==> config.mk <==
export PLATFORM = sky130hd
export DESIGN_NAME = exp_golomb_decoder
export DESIGN_NICKNAME = d
export VERILOG_FILES = /design/src/rtl/exp_golomb_pkg.sv /design/src/rtl/exp_golomb_decoder.sv
export SDC_FILE = /design/constraint.sdc
export NUM_CORES = 1
export LEC_CHECK = 0
export CAP_MARGIN = 20
export CORE_MARGIN = 4
export CORE_UTILIZATION = 56
export CTS_CLUSTER_DIAMETER = 100
export CTS_CLUSTER_SIZE = 28
export DETAILED_ROUTE_END_ITERATION = 8
export HOLD_SLACK_MARGIN = 0.03
export MAX_ROUTING_LAYER = met4
export PLACE_DENSITY = 0.82
export SLEW_MARGIN = 25
export SYNTH_ARGS = -nofsm -noshare
export SYNTH_HDL_FRONTEND = slang
export SYNTH_SLANG_ARGS = --single-unit
==> constraint.sdc <==
create_clock -name clk_i -period 2.2 [get_ports clk_i]
set_input_delay 0.22 -clock clk_i [delete_from_list [all_inputs] [get_ports clk_i]]
set_output_delay 0.22 -clock clk_i [all_outputs]
set_load 0.02 [all_outputs]
==> src/rtl/exp_golomb_pkg.sv <==
`default_nettype none
// ============================================================================
// Module      : exp_golomb_pkg
// Description : Shared definitions for the order-0 Exp-Golomb decoder:
//               decoder state type, default widths and the codeword-length
//               helper, which the testbench also uses.
// Revision    : 1.0 - initial release
// ============================================================================
package exp_golomb_pkg;

    // PREFIX with a zero count of 0 is the idle condition; no separate state.
    typedef enum logic [0:0] {
        PREFIX = 1'b0,
        SUFFIX = 1'b1
    } eg_state_t;

    localparam int DEFAULT_DATA_WIDTH = 8;
    localparam int DEFAULT_ADDR_WIDTH = 4;

    // Number of bits in a codeword with n leading zeros.
    function automatic int code_len(input int n);
        return 2 * n + 1;
    endfunction

endpackage
`default_nettype wire

==> src/rtl/exp_golomb_decoder.sv <==
`default_nettype none
// ============================================================================
// Module      : exp_golomb_decoder
// Description : Serial-to-parallel order-0 Exp-Golomb decoder. Takes one code
//               bit per valid cycle (MSB first), counts N leading zeros, the
//               marker 1 and N suffix bits, and emits x = {1,suffix} - 1.
// Ports       : clk_i    - clock, rising edge
//               rstn_i   - asynchronous active-low reset
//               dft_tm_i - test mode, forces internal reset inactive
//               dt_i     - serial code bit, sampled when valid_i = 1
//               valid_i  - dt_i qualifier, may gap anywhere in a codeword
//               dt_o     - decoded value, held until next completion
//               valid_o  - one-cycle pulse, dt_o updated
//               err_o    - one-cycle pulse, prefix too long or overflow
//               busy_o   - codeword in progress
// Revision    : 1.0 - initial release
// ============================================================================
module exp_golomb_decoder
    import exp_golomb_pkg::*;
#(
    parameter int DATA_WIDTH = DEFAULT_DATA_WIDTH,
    parameter int ADDR_WIDTH = DEFAULT_ADDR_WIDTH
) (
    input  logic                  clk_i,
    input  logic                  rstn_i,
    input  logic                  dft_tm_i,
    input  logic                  dt_i,
    input  logic                  valid_i,
    output logic [DATA_WIDTH-1:0] dt_o,
    output logic                  valid_o,
    output logic                  err_o,
    output logic                  busy_o
);

    localparam logic [ADDR_WIDTH-1:0] ZMAX     = ADDR_WIDTH'(DATA_WIDTH);
    localparam logic [ADDR_WIDTH-1:0] ZERO_CNT = '0;
    localparam logic [ADDR_WIDTH-1:0] ONE_CNT  = ADDR_WIDTH'(1);
    localparam logic [DATA_WIDTH:0]   ACC_INIT = (DATA_WIDTH+1)'(1);

    // Test mode holds the internal reset released so scan shifting is not
    // disturbed by the functional reset pin.
    logic rstn_b;
    assign rstn_b = dft_tm_i | rstn_i;

    eg_state_t             state, state_n;
    logic [ADDR_WIDTH-1:0] zcnt, zcnt_n;
    logic [ADDR_WIDTH-1:0] rem, rem_n;
    logic [DATA_WIDTH:0]   acc, acc_n;
    logic [DATA_WIDTH-1:0] dt_n;
    logic                  valid_n;
    logic                  err_n;

    // Full codeword {1,suffix} including the bit arriving now, one bit wider
    // than the accumulator so no significance is lost before the subtract.
    logic [DATA_WIDTH+1:0] final_word;
    logic [DATA_WIDTH+1:0] result;
    logic                  overflow;

    assign final_word = {acc, dt_i};
    assign result     = final_word - (DATA_WIDTH+2)'(1);
    assign overflow   = |result[DATA_WIDTH+1:DATA_WIDTH];

    always_ff @(posedge clk_i or negedge rstn_b) begin
        if (!rstn_b) begin
            state   <= PREFIX;
            zcnt    <= ZERO_CNT;
            rem     <= ZERO_CNT;
            acc     <= ACC_INIT;
            dt_o    <= '0;
            valid_o <= 1'b0;
            err_o   <= 1'b0;
        end else begin
            state   <= state_n;
            zcnt    <= zcnt_n;
            rem     <= rem_n;
            acc     <= acc_n;
            dt_o    <= dt_n;
            valid_o <= valid_n;
            err_o   <= err_n;
        end
    end

    always_comb begin
        state_n = state;
        zcnt_n  = zcnt;
        rem_n   = rem;
        acc_n   = acc;
        dt_n    = dt_o;
        valid_n = 1'b0;
        err_n   = 1'b0;

        if (valid_i) begin
            case (state)
                PREFIX: begin
                    if (!dt_i) begin
                        if (zcnt == ZMAX) begin
                            // Prefix longer than any legal code: flag it and
                            // let the next bits start a fresh codeword.
                            err_n  = 1'b1;
                            zcnt_n = ZERO_CNT;
                        end else begin
                            zcnt_n = zcnt + ONE_CNT;
                        end
                    end else if (zcnt == ZERO_CNT) begin
                        // Single-bit codeword "1" encodes zero.
                        dt_n    = '0;
                        valid_n = 1'b1;
                    end else begin
                        acc_n   = ACC_INIT;
                        rem_n   = zcnt;
                        zcnt_n  = ZERO_CNT;
                        state_n = SUFFIX;
                    end
                end
                SUFFIX: begin
                    acc_n = {acc[DATA_WIDTH-1:0], dt_i};
                    rem_n = rem - ONE_CNT;
                    if (rem == ONE_CNT) begin
                        state_n = PREFIX;
                        if (overflow) begin
                            err_n = 1'b1;
                        end else begin
                            dt_n    = result[DATA_WIDTH-1:0];
                            valid_n = 1'b1;
                        end
                    end
                end
                default: begin
                    state_n = PREFIX;
                end
            endcase
        end
    end

    assign busy_o = (state == SUFFIX) || (zcnt != ZERO_CNT);

endmodule
`default_nettype wire

==> flow_summary.ini, run 1 <==
[placed_design]
post_dp_cell_area_sq_um = 1737
gp_congestion = 0.7962
port_buffers = 15
hpwl_microns = 2361

[synthesis]
synth_edf_count = 0
synth_top_cell_by_area = dfrtp_1
yosys_register_bits = 28
synthCells = 158
async_flop_share_pct = 100.0
synth_top_area_share_pct = 43.23
ys_seq_area_share_pct = 44.92
synth.avg_cell_area_sq_um = 9.891
synth_flop_cell = dfrtp_1
ys_warn_count = 0
ys_top_cells_by_area = dfrtp_1 43%, nand2_1 5.0%, a22o_1 4.5%
netlist-cell-type-count = 45
synth_area_sq_um = 1563
syn_nets = 168

[pwr]
p_leak_nw = 0.7572
netSwitchingFraction_pct = 44.89
p_seq_share_pct = 37.5
ir_worst_vdd_mv = 0.9541
p_sw_mw = 1.187
power.density_nw_per_um2 = 1488
clkPwrFrac_pct = 8.0
intPower_mw = 1.458
power_frac_comb_pct = 54.6

[timing]
setup_viol_count_final = 0
fin_setup_tns_ps = 0
max_freq_ghz = 0.4686
fin_skew_ps = 11.74
rsz0062_at_grt = false
drv_slew = 0
hold_viol = 0
final.min_clock_period_ps = 2134
worstMarginPinSlew_ps = 645.0
finalCritPeriodShare_pct = 97.00
relSlewSlack_pct = 57.00

[critical_path]
worst_ep_required_time_ps = 1980
path_cells = inv_1 > ha_1 > or4b_4 > clkdlybuf4s15_1
slowest_delay_ps = 520
cpMaxStageDelayCell = or4b_4
crit_path_max_fanout = 5
critPathKind = reg -> out
end_kind = output pin
critical_path_arrival_ps = 1910
cp-start-kind = flop

[run]
max-cap-violations = 0

[cells_and_area]
final_cell_area_sq_um = 1778
antenna_cells = 0
num-fill-cells = 204
drive_gt1_share_pct = 13.64
nNetsFinal = 187
area_growth_pct = 13.77

[global_routing]
grt.total_usage_pct = 19.39
antenna_found_initial = 0
busiest_layer = met2
use_met1_pct = 22.96
use_met2_pct = 34.35
first_global_vias = 1228
grt_pass1_wl_microns = 5388
grt-ovfl-total = 0
grtUsageMet3_pct = 2.340
grt_max_degree = 29

[drt]
wire_per_inst_microns = 15.49
dr_total_vias = 1209
via_per_inst = 5.869
drc = 0
dr.pass1.iters = 4
final_antenna_net_count = 0
drt_iter0_markers = 60
drt-total-wl_microns = 3190

[clock_network]
cts_root_buf = clkbuf_4
clkSinkCount = 28
worstSkewPairLatency_ps = 320
htreeDepth = 1
numCtsBuffers = 3
postCtsHoldBufs = 0
ctsLongestPathBuffers = 2
cts_tree = yes
clkTransAtPathRegs_ps = 150

[run_status]
status = finished, final reports clean

[hold_path]
holdCritPathClass = in -> async

[floorplan]
die_w_microns = 60.83
core_area_sq_um = 2567
pin_count = 16
chipHeight_microns = 60.83
dieArea_sq_um = 3700
initial_core_util_pct = 60.87
num_rows = 18
[metrics by stage]
stage	setup WS [ps]	instances	power, mW	hold WS, ps	util [%]
after CTS	36.20	204	2.630	377.2	68.62
final	65.89	206	2.645	357.9	69.25
after global placement	130.0	200	2.360	489.0	67.64
after detailed placement	51.32	200	2.422	492.2	67.64
after global routing	14.47	206	2.863	414.0	69.25
after floorplan	306.5	158	2.058	205.3	-
[what timing repair did]
item	in CTS	in global routing
gates resized for setup	1	1
setup buffers	0	2
setup endpoints to repair	1	1
endpoints found under the hold margin	0	0
cloned	0	0
[cells by family (layout without fill, tap and decap cells)]
family	Yosys count	after routing	synth area share (%)
flip-flops	28	28	44.92
multiplexers	1	1	0.6405
AO/OA/AOI/OAI	45	45	22.66
adder cells (fa/ha/maj)	5	5	4.003
AND/OR/NAND/NOR	53	53	18.18
XOR/XNOR	6	6	3.363
buffers and inverters	20	38	6.245
[cells in the mapped netlist (2+ instances only)]
cell / instances
nand3_1: 5
buf_2: 2
dfrtp_1: 27
and2_1: 3
or3_1: 2
a21oi_1: 5
a22o_1: 8
ha_1: 5
nand2_1: 21
xor2_1: 4
inv_1: 12
o21ai_0: 13
o22ai_2: 5
xnor2_1: 2
buf_6: 2
nor2_1: 7
nor3_1: 4
clkbuf_1: 2
o21ai_1: 3
[final cells by class]
type                       count  area [sq um]  share of cell area (%)
clock buffer                   4         26.28                   1.478
inverter                      13         53.80                   3.026
multi-input combinational    110         763.2                   42.93
sequential                    28         701.9                   39.48
tap                           30         37.54                   2.111
timing repair buffer          21         195.2                   10.98
[cell usage in the layout (no fill, tap or decap), drive strengths merged, types with 2 or more instances in the layout]
cell type,n
nor4,2
o21ai,17
and2,3
xnor2,2
clkbuf,4
clkdlybuf4s50,14
inv,12
a22o,8
xor2,4
dfrtp,27
nor2,7
or3,2
o21a,2
nor3,4
ha,5
buf,6
a21oi,5
nand2,21
o22ai,5
nand3,6
[metal layers]
metal | up-vias | wire length (microns)
met5 | - | 0
met4 | 0 | 42
met3 | 6 | 75
met2 | 13 | 1677
met1 | 599 | 1394
li1 | 591 | -
[power groups by stage]
stage | clock, mW | combinational, mW | sequential (mW)
global placement | 0 | 1.37 | 0.988
detailed placement | 0 | 1.42 | 1.00
finish | 0.211 | 1.44 | 0.992
global route | 0.239 | 1.59 | 1.03
floorplan | 0 | 1.08 | 0.980
CTS | 0.219 | 1.42 | 0.994
[registers in the layout, indices dropped and copies added, names as in the netlist]
signal   count
acc          9
dt_o         8
err_o        1
rem          4
state        1
valid_o      1
zcnt         4
[final timing paths]
check	depth (start not counted)	slack (ps)	to	startpoint
max	4	70	busy_o	zcnt[0]$_DFFE_PN0P_
min	2	360	acc[3]$_DFFE_PN0P_	dft_tm_i
max reg2reg	8	130	dt_o[6]$_DFFE_PN0P_	acc[0]$_DFFE_PN1P_
min reg2reg	2	530	rem[1]$_DFFE_PN0P_	rem[1]$_DFFE_PN0P_
max in group asynchronous	2	1410	dt_o[5]$_DFFE_PN0P_	rstn_i
min in group clk_i	2	530	rem[1]$_DFFE_PN0P_	rem[1]$_DFFE_PN0P_
[critical path, delay by kind of cell (launching register included)]
kind | cells | cell delay [ps]
AND/OR/NAND/NOR | 1 | 520
flip-flops | 1 | 440
buffers and inverters | 2 | 410
adder cells (fa/ha/maj) | 1 | 210
Power figures use the tool's default switching activity.
==> run 2: changes to the inputs <==
--- a/config.mk
+++ b/config.mk
@@ -7,13 +7,13 @@
 export LEC_CHECK = 0
 export CAP_MARGIN = 20
 export CORE_MARGIN = 4
-export CORE_UTILIZATION = 56
+export CORE_UTILIZATION = 35
 export CTS_CLUSTER_DIAMETER = 100
 export CTS_CLUSTER_SIZE = 28
 export DETAILED_ROUTE_END_ITERATION = 8
 export HOLD_SLACK_MARGIN = 0.03
 export MAX_ROUTING_LAYER = met4
-export PLACE_DENSITY = 0.82
+export PLACE_DENSITY = 0.57
 export SLEW_MARGIN = 25
 export SYNTH_ARGS = -nofsm -noshare
 export SYNTH_HDL_FRONTEND = slang
==> flow_summary.ini, run 2 (synthesized netlist as in run 1, its figures left out) <==
[floorplan]
initial_core_util_pct = 36.14
core_area_sq_um = 4324
pin_count = 16
dieArea_sq_um = 5598
chipHeight_microns = 74.82
die_w_microns = 74.82
num_rows = 24

[critical_path]
slowest_delay_ps = 520
path_delay_family = simple AND/OR/NAND/NOR gates
end_kind = output pin
critPathKind = reg -> out
path_buf_inv = 2
cpMaxStageDelayCell = or4b_4
critical_path_arrival_ps = 1840
regToRegSetupSlack_ps = 180
worst_ep_required_time_ps = 1980
path_cells = inv_1 > ha_1 > or4b_4 > clkdlybuf4s15_1
crit_path_max_fanout = 5
cp-start-kind = flop

[clock_network]
postCtsHoldBufs = 0
ctsLongestPathBuffers = 2
worstSkewPairLatency_ps = 280
clkTransAtPathRegs_ps = 100
numCtsBuffers = 3
cts_tree = yes
htreeDepth = 1
clkSinkCount = 28
cts_root_buf = clkbuf_8

[timing]
setup_viol_count_final = 0
final.min_clock_period_ps = 2065
worstMarginPinSlew_ps = 662.5
fin_skew_ps = 9.629
relSlewSlack_pct = 55.83
hold_viol = 0
finalCritPeriodShare_pct = 93.86
rsz0062_at_grt = false
fin_setup_tns_ps = 0
max_freq_ghz = 0.4843
drv_slew = 0

[cells_and_area]
drive_gt1_share_pct = 14.86
area_growth_pct = 18.58
final_cell_area_sq_um = 1853
num-fill-cells = 426
final_common_cell = dfrtp_1
multi_input_area_sq_um = 773.2
regArea_sq_um = 701.9
nNetsFinal = 186
top_regs = acc (9), dt_o (8)
largest-register = acc
antenna_cells = 0
mostFrequentLayoutCells = 27 x dfrtp_1, 21 x nand2_1, 14 x clkdlybuf4s50_1
largest_register_ffs = 9

[pwr]
ir_worst_vdd_mv = 0.7635
power.density_nw_per_um2 = 1529
p_leak_nw = 0.7736

[drt]
drt_iter0_markers = 59
final_antenna_net_count = 0
dr.pass1.iters = 4
drt-total-wl_microns = 3071
drc = 0
dr_total_vias = 1178
wire_per_inst_microns = 13.53
via_per_inst = 5.189

[placed_design]
port_buffers = 15
hpwl_microns = 2277
gp_congestion = 0.7677
post_dp_cell_area_sq_um = 1764

[run_status]
status = finished, final reports clean

[global_routing]
first_global_vias = 1175
grt.total_usage_pct = 12.60
antenna_found_initial = 0
grt_pass1_wl_microns = 5395
grt-ovfl-total = 0
grt_max_degree = 29

[run]
max-cap-violations = 0

[hold_path]
holdCritPathClass = in -> async
-- run 2: metal layers --
layer  share of wire [%]  track usage, %  vias up
li1                    -               -      586
met1                  46           16.46      570
met2                  50           20.21       20
met3                 3.4           3.204        2
met4                0.26           1.779        0
met5                   0               -        -
-- run 2: final cells by class --
type                            count  share of cell area, %
Clock buffer                        3                  2.228
Multi-Input combinational cell    110                  41.73
Timing Repair Buffer               20                  10.13
Clock inverter                      1                  1.621
Inverter                           13                  2.903
Tap cell                           52                  3.511
Sequential cell                    28                  37.88
-- run 2: stage by stage --
step,setup WS (ps),instances,power (mW),hold slack (ps),util [%]
finish,135.1,227,2.834,423.3,42.85
global route,19.83,227,3.073,488.1,42.85
CTS,87.09,226,2.809,454.1,42.42
detailed placement,58.98,222,2.408,507.8,40.80
global placement,73.97,222,2.374,485.5,40.80
floorplan,306.5,158,2.058,205.3,-
-- run 2: power by group --
group	total, mW	switching (mW)	internal [mW]
Clock	0.405	0.162	0.244
Combinational	1.43	0.759	0.668
Sequential	1.00	0.269	0.732
Total	2.83	1.19	1.64
-- run 2: timing repair --
| item | in CTS | in global routing |
|---|---|---|
| pin swaps | 0 | 1 |
| buffers inserted | 0 | 1 |
| setup endpoints to repair | 1 | 3 |
| gates resized for setup | 1 | 3 |
| endpoints found under the hold margin | 0 | 0 |
-- run 2: path summary, 6_finish.rpt --
| kind | startpoint | endpoint | cells past startpoint |
|---|---|---|---|
| hold / removal | rstn_i | acc[8]$_DFFE_PN0P_ | 2 |
| setup / recovery | zcnt[0]$_DFFE_PN0P_ | busy_o | 4 |
| min in group clk_i | dt_o[0]$_DFFE_PN0P_ | dt_o[0]$_DFFE_PN0P_ | 2 |
| max in group asynchronous | dft_tm_i | err_o$_DFF_PN0_ | 2 |
| setup reg to reg | acc[0]$_DFFE_PN1P_ | err_o$_DFF_PN0_ | 7 |
| hold reg to reg | dt_o[0]$_DFFE_PN0P_ | dt_o[0]$_DFFE_PN0P_ | 2 |
==> run 3: changes to the inputs <==
--- a/config.mk
+++ b/config.mk
@@ -7,13 +7,12 @@
 export LEC_CHECK = 0
 export CAP_MARGIN = 20
 export CORE_MARGIN = 4
-export CORE_UTILIZATION = 35
+export CORE_UTILIZATION = 56
 export CTS_CLUSTER_DIAMETER = 100
 export CTS_CLUSTER_SIZE = 28
 export DETAILED_ROUTE_END_ITERATION = 8
-export HOLD_SLACK_MARGIN = 0.03
 export MAX_ROUTING_LAYER = met4
-export PLACE_DENSITY = 0.57
+export PLACE_DENSITY = 0.82
 export SLEW_MARGIN = 25
 export SYNTH_ARGS = -nofsm -noshare
 export SYNTH_HDL_FRONTEND = slang
==> results of run 3 <==
No change in the layout: final DEF, timing and power equal those of run 1.
